[config.mk]
export PLATFORM = sky130hd
export DESIGN_NAME = uart_baud_generator
export DESIGN_NICKNAME = d
export VERILOG_FILES = /design/src/rtl/uart_baud_generator.sv
export SDC_FILE = /design/constraint.sdc
export NUM_CORES = 1
export LEC_CHECK = 0
export ABC_AREA = 1
export ABC_CLOCK_PERIOD_IN_PS = 6700
export CORE_UTILIZATION = 45
export CTS_BUF_LIST = sky130_fd_sc_hd__clkbuf_16
export DETAILED_ROUTE_END_ITERATION = 10
export PLACE_DENSITY = 0.63
export SLEW_MARGIN = 20
export SYNTH_ARGS = -nofsm -noshare
export SYNTH_HDL_FRONTEND = slang
export SYNTH_SLANG_ARGS = --single-unit
[constraint.sdc]
create_clock -name Clk -period 6.7 [get_ports Clk]
set_input_delay 1.34 -clock Clk [delete_from_list [all_inputs] [get_ports Clk]]
set_output_delay 1.34 -clock Clk [all_outputs]
set_load 0.005 [all_outputs]
[src/rtl/uart_baud_generator.sv]
`default_nettype none
// ============================================================================
// uart_baud_generator : fractional-divisor Tx (1x) / Rx (OVERSAMPLE-x) tick
//                       generator with custom divisors, Rx resync and mid-bit
//                       strobe.
// Revision: 1.0
// ============================================================================
module uart_baud_generator #(
  parameter int CLK_FREQ   = 50000000,
  parameter int OVERSAMPLE = 16,
  parameter int FRAC_BITS  = 4,
  parameter int DIV_W      = 18
) (
  input  logic                       Clk,
  input  logic                       reset,
  input  logic                       enable,
  input  logic [2:0]                 baud_select,
  input  logic                       use_custom,
  input  logic [DIV_W+FRAC_BITS-1:0] custom_tx_div,
  input  logic [DIV_W+FRAC_BITS-1:0] custom_rx_div,
  input  logic                       rx_resync,
  output logic                       tx_tick,
  output logic                       rx_tick,
  output logic                       rx_mid_tick
);

  localparam int DW    = DIV_W + FRAC_BITS;
  localparam int CW    = DIV_W + 1;
  localparam int PH_W  = $clog2(OVERSAMPLE);
  localparam int CFG_W = 1 + 3 + 2 * DW;

  function automatic logic [DW-1:0] table_div(input int idx, input int mult);
    longint baud;
    longint den;
    longint quot;
    case (idx)
      0:       baud = 300;
      1:       baud = 1200;
      2:       baud = 4800;
      3:       baud = 9600;
      4:       baud = 19200;
      5:       baud = 38400;
      6:       baud = 57600;
      default: baud = 115200;
    endcase
    den  = baud * longint'(mult);
    quot = ((longint'(CLK_FREQ) <<< FRAC_BITS) + den / 2) / den;
    return quot[DW-1:0];
  endfunction

  logic [DW-1:0] tx_table [8];
  logic [DW-1:0] rx_table [8];

  for (genvar gi = 0; gi < 8; gi++) begin : g_table
    localparam logic [DW-1:0] TX_DIV = table_div(gi, 1);
    localparam logic [DW-1:0] RX_DIV = table_div(gi, OVERSAMPLE);
    assign tx_table[gi] = TX_DIV;
    assign rx_table[gi] = RX_DIV;
  end

  // Divisor configuration latch; any difference from the live inputs restarts both channels.
  logic [CFG_W-1:0] cfg_q, cfg_d, cfg_in;
  logic             cfg_change;
  logic             cfg_use_custom;
  logic [2:0]       cfg_sel;
  logic [DW-1:0]    cfg_tx, cfg_rx;
  logic [DW-1:0]    tx_div, rx_div;

  always_comb begin
    cfg_in     = {use_custom, baud_select, custom_tx_div, custom_rx_div};
    cfg_change = (cfg_in != cfg_q);
    cfg_d      = cfg_change ? cfg_in : cfg_q;
    {cfg_use_custom, cfg_sel, cfg_tx, cfg_rx} = cfg_q;
    tx_div = tx_table[cfg_sel];
    rx_div = rx_table[cfg_sel];
    if (cfg_use_custom) begin
      tx_div = cfg_tx;
      rx_div = cfg_rx;
    end
  end

  always_ff @(posedge Clk) begin
    if (!reset) cfg_q <= cfg_in;
    else        cfg_q <= cfg_d;
  end

  logic [DW-1:0] chan_div [2];
  logic [1:0]    chan_restart;
  logic [1:0]    chan_term;
  logic [1:0]    chan_tick;

  assign chan_div[0] = tx_div;
  assign chan_div[1] = rx_div;

  always_comb begin
    chan_restart[0] = cfg_change | ~enable;
    chan_restart[1] = cfg_change | ~enable | rx_resync;
  end

  for (genvar ch = 0; ch < 2; ch++) begin : g_chan
    logic [CW-1:0]        cnt_q, cnt_d, last_cnt;
    logic [FRAC_BITS-1:0] acc_q, acc_d;
    logic                 carry_q, carry_d;
    logic                 start_q, start_d;
    logic                 tick_q, tick_d;
    logic [DIV_W-1:0]     int_part;
    logic [FRAC_BITS:0]   acc_sum;
    logic                 term;

    // start_q stretches the first period after a restart by one cycle.
    always_comb begin
      int_part = chan_div[ch][DW-1:FRAC_BITS];
      if (int_part < DIV_W'(2)) int_part = DIV_W'(2);
      acc_sum  = {1'b0, acc_q} + {1'b0, chan_div[ch][FRAC_BITS-1:0]};
      last_cnt = {1'b0, int_part} - CW'(1) + CW'(carry_q) + CW'(start_q);
      term     = (cnt_q == last_cnt);
      cnt_d    = cnt_q + CW'(1);
      acc_d    = acc_q;
      carry_d  = carry_q;
      start_d  = start_q;
      tick_d   = 1'b0;
      if (chan_restart[ch]) begin
        cnt_d   = '0;
        acc_d   = '0;
        carry_d = 1'b0;
        start_d = 1'b1;
      end else if (term) begin
        cnt_d   = '0;
        acc_d   = acc_sum[FRAC_BITS-1:0];
        carry_d = acc_sum[FRAC_BITS];
        start_d = 1'b0;
        tick_d  = 1'b1;
      end
    end

    always_ff @(posedge Clk) begin
      if (!reset) begin
        cnt_q   <= '0;
        acc_q   <= '0;
        carry_q <= 1'b0;
        start_q <= 1'b1;
        tick_q  <= 1'b0;
      end else begin
        cnt_q   <= cnt_d;
        acc_q   <= acc_d;
        carry_q <= carry_d;
        start_q <= start_d;
        tick_q  <= tick_d;
      end
    end

    assign chan_term[ch] = term;
    assign chan_tick[ch] = tick_q;
  end

  // Phase counts Rx ticks since the last Rx restart; the mid strobe marks count OVERSAMPLE/2.
  logic [PH_W-1:0] phase_q, phase_d;
  logic            mid_q, mid_d;

  always_comb begin
    phase_d = phase_q;
    mid_d   = 1'b0;
    if (chan_restart[1]) begin
      phase_d = '0;
    end else if (chan_term[1]) begin
      phase_d = (phase_q == PH_W'(OVERSAMPLE - 1)) ? '0 : phase_q + PH_W'(1);
      mid_d   = (phase_q == PH_W'(OVERSAMPLE / 2 - 1));
    end
  end

  always_ff @(posedge Clk) begin
    if (!reset) begin
      phase_q <= '0;
      mid_q   <= 1'b0;
    end else begin
      phase_q <= phase_d;
      mid_q   <= mid_d;
    end
  end

  assign tx_tick     = chan_tick[0];
  assign rx_tick     = chan_tick[1];
  assign rx_mid_tick = mid_q;

endmodule
`default_nettype wire
-- Word-level counts from Yosys, hierarchy flattened
Memory sizes are Yosys's and may differ from the RTL's.
Cells that the tools add are included.
- add/subtract/negate cells: 11
- equal/unequal tests: 6
- muxes and demuxes: 13
- reduce and logical (&&, ||, !) cells: 5
- $lt $le $gt $ge: 3
- bitwise logic cells: 6
- operators with widths (kind ; number):
    22-bit 2-to-1 mux ; 6
    48-bit 2-to-1 mux ; 2
    19-bit by 1-bit adder with 19-bit output ; 4
    48-bit != test ; 1
    19-bit by 1-bit adder with 19-bit output (second input constant) ; 2
    19-bit == test ; 2
    18-bit by 1-bit subtractor with 19-bit output (second input constant) ; 2
    18-bit by 2-bit < comparator with 1-bit output (second input constant) ; 2
    18-bit 2-to-1 mux ; 2
    4-bit by 4-bit adder with 5-bit output ; 2
    3-bit OR reduction ; 3
    4-bit by 1-bit adder with 4-bit output (second input constant) ; 1
    4-bit by 3-bit == test with 1-bit output (second input constant) ; 1
    4-bit == test (second input constant) ; 1
    4-bit greater-or-equal comparator (second input constant) ; 1
    4-bit 2-to-1 mux ; 1
    3-bit NOT with 4-bit output ; 1
    2-bit OR reduction ; 2
    1-bit NOT ; 3
    1-bit 2-to-1 mux ; 2
    2-bit by 1-bit != test with 1-bit output (second input constant) ; 1
    1-bit bitwise OR ; 2
- bits of input ports: 52
- memories: 2
- bits in read-only memories: 352
- bits in registers: 105
- logic and storage cells: 59
- output and inout bits: 3
- memories (name ; words ; bits a word ; read ports ; clocked after memory_dff ; wr ports ; RTL line ; source):
    (name not given) ; 8 ; 22 ; 1 ; 0 ; 0 ; 75 ; rx_div = rx_table[cfg_sel];
    (name not given) ; 8 ; 22 ; 1 ; 0 ; 0 ; 74 ; tx_div = tx_table[cfg_sel];

-- Longest topological paths before layout
- depth in word-level cells: 13
- depth in mapped cells: 36
- mapped depth without buffers: 36

-- Least setup slack after synthesis
Ideal clock, no wire load.
- kind: input to register
- from: input port custom_rx_div[1]
- to: register phase_q[1]
- slack: 2.388 ns
- arrival time: 4.243 ns
- setup time: 0.069 ns
- path buffers: 1
- stages: 11
- required time: 6.631 ns
- cells stage by stage: or2_2 > a221oi_1 > nand4_1 > nor3_1 > nand2_1 > nor2_1 > nand2_1 > inv_1 > nand2_2 > buf_6 > o21ai_1
- word-level cells in the longest chain between the ends: 4
- ends and longest elaborated chain (element ; RTL line ; source):
    start: declaration ; 20 ; input logic [DIV_W+FRAC_BITS-1:0] custom_rx_div,
    48-bit != test ; 71 ; cfg_change = (cfg_in != cfg_q);
    1-bit bitwise OR (2 in a row) ; 97 ; chan_restart[1] = cfg_change | ~enable | rx_resync;
    2-bit OR reduction (no source line) ; - ;
    end signal: assignment ; 176 ; phase_q <= phase_d;
    end: declaration ; 157 ; logic [PH_W-1:0] phase_q, phase_d;
No other way between the ends.
A chain may end at the register's enable or synchronous reset.

-- Worst setup path in the final report
- from: register cfg_q[44]
- to: register g_chan[1].carry_q
- word-level cells in the longest chain between the ends: 11
- elaborated cells between the ends (all ways): 16
- those cells by class: 4 x add/sub; 1 x order compare; 2 x eq/ne; 4 x mux; 3 x bitwise; 1 x reduce/logical; 1 x memory
- ends and longest elaborated chain (element ; RTL line ; source):
    start: declaration ; 62 ; logic [CFG_W-1:0] cfg_q, cfg_d, cfg_in;
    start signal: assignment ; 83 ; if (!reset) cfg_q <= cfg_in;
    start signal: assignment ; 84 ; else cfg_q <= cfg_d;
    3-bit NOT with 4-bit output (implied by the code) ; 75 ;
    memory 8 x 22 bit ; - ;
    22-bit 2-to-1 mux (implied by the code) (2 in a row) ; 75 ;
    22-bit 2-to-1 mux ; 76 ; if (cfg_use_custom) begin
    18-bit by 2-bit < comparator with 1-bit output ; 113 ; if (int_part < DIV_W'(2)) int_part = DIV_W'(2);
    18-bit 2-to-1 mux ; 113 ;
    18-bit by 1-bit subtractor with 19-bit output ; 115 ; last_cnt = {1'b0, int_part} - CW'(1) + CW'(carry_q) + CW'(start_q);
    19-bit by 1-bit adder with 19-bit output (2 in a row) ; 115 ;
    19-bit == test ; 116 ; term = (cnt_q == last_cnt);
    end signal: assignment ; 146 ; carry_q <= carry_d;
    end: declaration ; 103 ; logic carry_q, carry_d;
Parallel ways exist; a longest one is shown, timed or not. The select of a mux whose other input is x is not followed.

==> key figures <==
Layout
  – Commonest non-fill, non-tap cell in the layout: nand2_1
  – Antenna Cells: 0
  – Fill cells: 1860
  – Flip-flop and latch area: 2580 sq um
  – Nets: 1370
  – Finished Core Util: 51.6%
  – Layout cell share with drive strength beyond 1: 7.43%
  – Post-route insts no fill: 1499
  – Final Cell Area: 9620 sq um
  – Multi-input combinational cell area: 5130 sq um
  – Most frequent cells in the layout: nand2_1 (294), inv_1 (190), nor2_1 (93)
  – Layout area overhead: 12.5%

Drt
  – Post-DR wirelength/cell: 14.8 um
  – DRT antenna net count: 0
  – Router iterations before antenna repair: 5
  – 1st-iter DRT viols: 666
  – Via/cell ratio: 5.16
  – Drc violations: 0
  – Via count: 7735
  – Detailed Route WL: 22200 um

Logic synthesis
  – Synthesized flop and latch total: 105
  – Number of synthesized flops with an enable pin: 48
  – Mean post-synth cell area: 7.10 sq um
  – Leading area contributor after synthesis: edfxtp_1
  – Prevailing post-synth register cell: dfxtp_1
  – Post-synthesis instance area: 8550 sq um
  – Post-synth top area share: 16.9%
  – Syn_nets: 1313
  – Main area contributors after synthesis: edfxtp_1 (17%), dfxtp_1 (13%), nand2_1 (13%)
  – Async set-reset flop share out of synthesis: 0%
  – YS warnings: 0
  – Distinct cells, synth: 50
  – Post-synthesis sequential area ratio: 30.2%
  – Mapped Cells: 1203

Placed design
  – # port buffers: 54
  – DP Area: 9300 sq um
  – HPWL after DPL: 18000 um
  – Placed insts: 1483
  – GPL Wtd Cong: 0.899

Outcome
  – Status: finished, final reports clean

Job
  – Max Cap Violations: 0

CTS
  – PostCTS Resize Cnt: 0
  – H-Tree Depth: 3
  – Clk sink count: 105
  – CTS root buffer: clkbuf_16
  – Clk pin slew, worst setup/hold paths: 0.08 ns
  – TritonCTS buffer count: 9
  – Hold Buf Count CTS: 0
  – Setup repair bufs after CTS: 0
  – Longest Clk Path Bufs: 2
  – Clock latency on the worst-skew pair: 0.37 ns
  – CTS tree: done

Global route
  – Gr ovfl total: 0
  – GRT Total Usage: 23.5%
  – Largest net degree at the start of global routing: 50
  – Initial antenna violation count: 0
  – Vias in the first global route: 7195
  – First-pass GRT wire length: 36100 um

Timing
  – Slew Viols, Final: 0
  – RSZ-0062 raised after global routing: false
  – Setup_tns: 0 ns
  – Fin crit share: 72.0%
  – Max Clk Rate: 0.207 GHz
  – Final setup violating endpoints: 0
  – Final Hold Violating Endpoints: 0
  – Clock Skew: 0.0121 ns
  – Slew @ Worst Pin: 1.05 ns
  – Period minus WS final: 4.82 ns
  – Slew margin rel.: 29.6%

Critical path
  – Crit path DAT: 5.08 ns
  – Slowest stage delay, CP: 0.49 ns
  – Worst reg2reg path depth: 30
  – Worst Path Max Fanout: 21
  – CP Capture Type: register
  – Crit-path most repeated cell: nand2_1
  – WS Path Type: reg2reg
  – Crit start category: register
  – Worst path slowest cell: edfxtp_1
  – WP data required: 6.95 ns

Floorplanning
  – Core area: 18600 sq um
  – Die Y: 140 um
  – Ports: 55
  – Die area: 19500 sq um
  – Starting density of the core: 45.8%
  – Die X: 140 um
  – Num rows: 50

Power and ir drop
  – Max IR drop VDD: 0.119 mV
  – Combinational power share: 30.3%
  – Leak Pwr: 4.37 nW
  – Sequential fraction of design power: 38.1%
  – Switch Pwr: 0.637 mW
  – Clock share of power: 31.6%
  – Power per Cell Area: 190 nW/um^2
  – Sw frac: 34.8%
  – P_int: 1.19 mW

Worst hold path
  – Hold crit path type: reg2reg
  – WHS Path Cells: 2
[cells by family (layout without fill, tap and decap cells)]
logic type,after synthesis,count (layout),synth area share (%)
adder cells (fa/ha/maj),58,58,8.67
buffers and inverters,205,267,9.75
AO/OA/AOI/OAI,139,139,9.84
flip-flops,105,105,30.2
XOR/XNOR,86,86,8.81
AND/OR/NAND/NOR,610,610,32.7
[registers in the layout, indices dropped and copies added (netlist names)]
signal          cells
rx_tick             1
g_chan.start_q      2
phase_q             4
rx_mid_tick         1
g_chan.carry_q      2
cfg_q              48
tx_tick             1
g_chan.cnt_q       38
g_chan.acc_q        8
[power groups by stage]
| stage | Combinational (mW) | Sequential [mW] | Clock [mW] |
|---|---|---|---|
| finish | 0.555 | 0.697 | 0.579 |
| global route | 0.624 | 0.699 | 0.614 |
| CTS | 0.552 | 0.697 | 0.597 |
| detailed placement | 0.548 | 0.711 | 0 |
| global placement | 0.547 | 0.712 | 0 |
| floorplan | 0.409 | 0.706 | 0 |
[routing by layer]
layer	GRT usage (%)	part of all wire [%]
met4	6.65	1.8
met1	32.2	49
met3	6.09	6.9
met2	36.2	43
met5	0	0
[path summary, 6_finish.rpt]
path                            slack (ns)                             end                           start
worst max-delay path                  1.88  g_chan[1].carry_q$_SDFFE_PP0N_             cfg_q[44]$_DFFE_PP_
worst min-delay path                  0.46  g_chan[1].start_q$_SDFFE_PP1N_  g_chan[1].start_q$_SDFFE_PP1N_
worst max register to register        1.88  g_chan[1].carry_q$_SDFFE_PP0N_             cfg_q[44]$_DFFE_PP_
worst min register to register        0.46  g_chan[1].start_q$_SDFFE_PP1N_  g_chan[1].start_q$_SDFFE_PP1N_
[Yosys cell counts, types with 7 or more instances]
| library cell | count |
|---|---|
| dfxtp_1 | 57 |
| nand3_1 | 87 |
| nor2_2 | 19 |
| nand3b_1 | 7 |
| nand2_2 | 18 |
| nand2_1 | 295 |
| o21ai_0 | 32 |
| nand4_1 | 28 |
| nor4_1 | 11 |
| nor3_2 | 7 |
| inv_1 | 190 |
| nor3_1 | 24 |
| xor2_1 | 56 |
| a21oi_1 | 50 |
| o22ai_1 | 8 |
| o21ai_1 | 9 |
| edfxtp_1 | 48 |
| o21a_1 | 10 |
| nor2_1 | 93 |
| ha_1 | 56 |
| xnor2_1 | 30 |
[per-stage QoR]
stage	setup slack [ns]	hold slack (ns)	total power, mW
CTS	1.92	0.462	1.85
finish	1.88	0.461	1.83
floorplan	2.39	0.425	1.11
global placement	1.94	0.447	1.26
detailed placement	1.93	0.450	1.26
global route	1.37	0.481	1.94
[final cells by class]
type | instances | share of cell area, %
multi-input combinational | 893 | 53.4
clock inverter | 7 | 0.963
inverter | 194 | 7.57
clock buffer | 9 | 2.34
sequential | 105 | 26.9
timing repair buffer | 57 | 5.85
tap | 234 | 3.04
[critical path: cells and delay by family (launching register included)]
| family | cells | cell delay [ns] |
|---|---|---|
| buf+inv | 4 | 0.43 |
| fa+ha+maj | 4 | 0.97 |
| flops | 1 | 0.49 |
| simple gates | 22 | 2.81 |
Note: power is estimated with default switching activity, not from simulation.
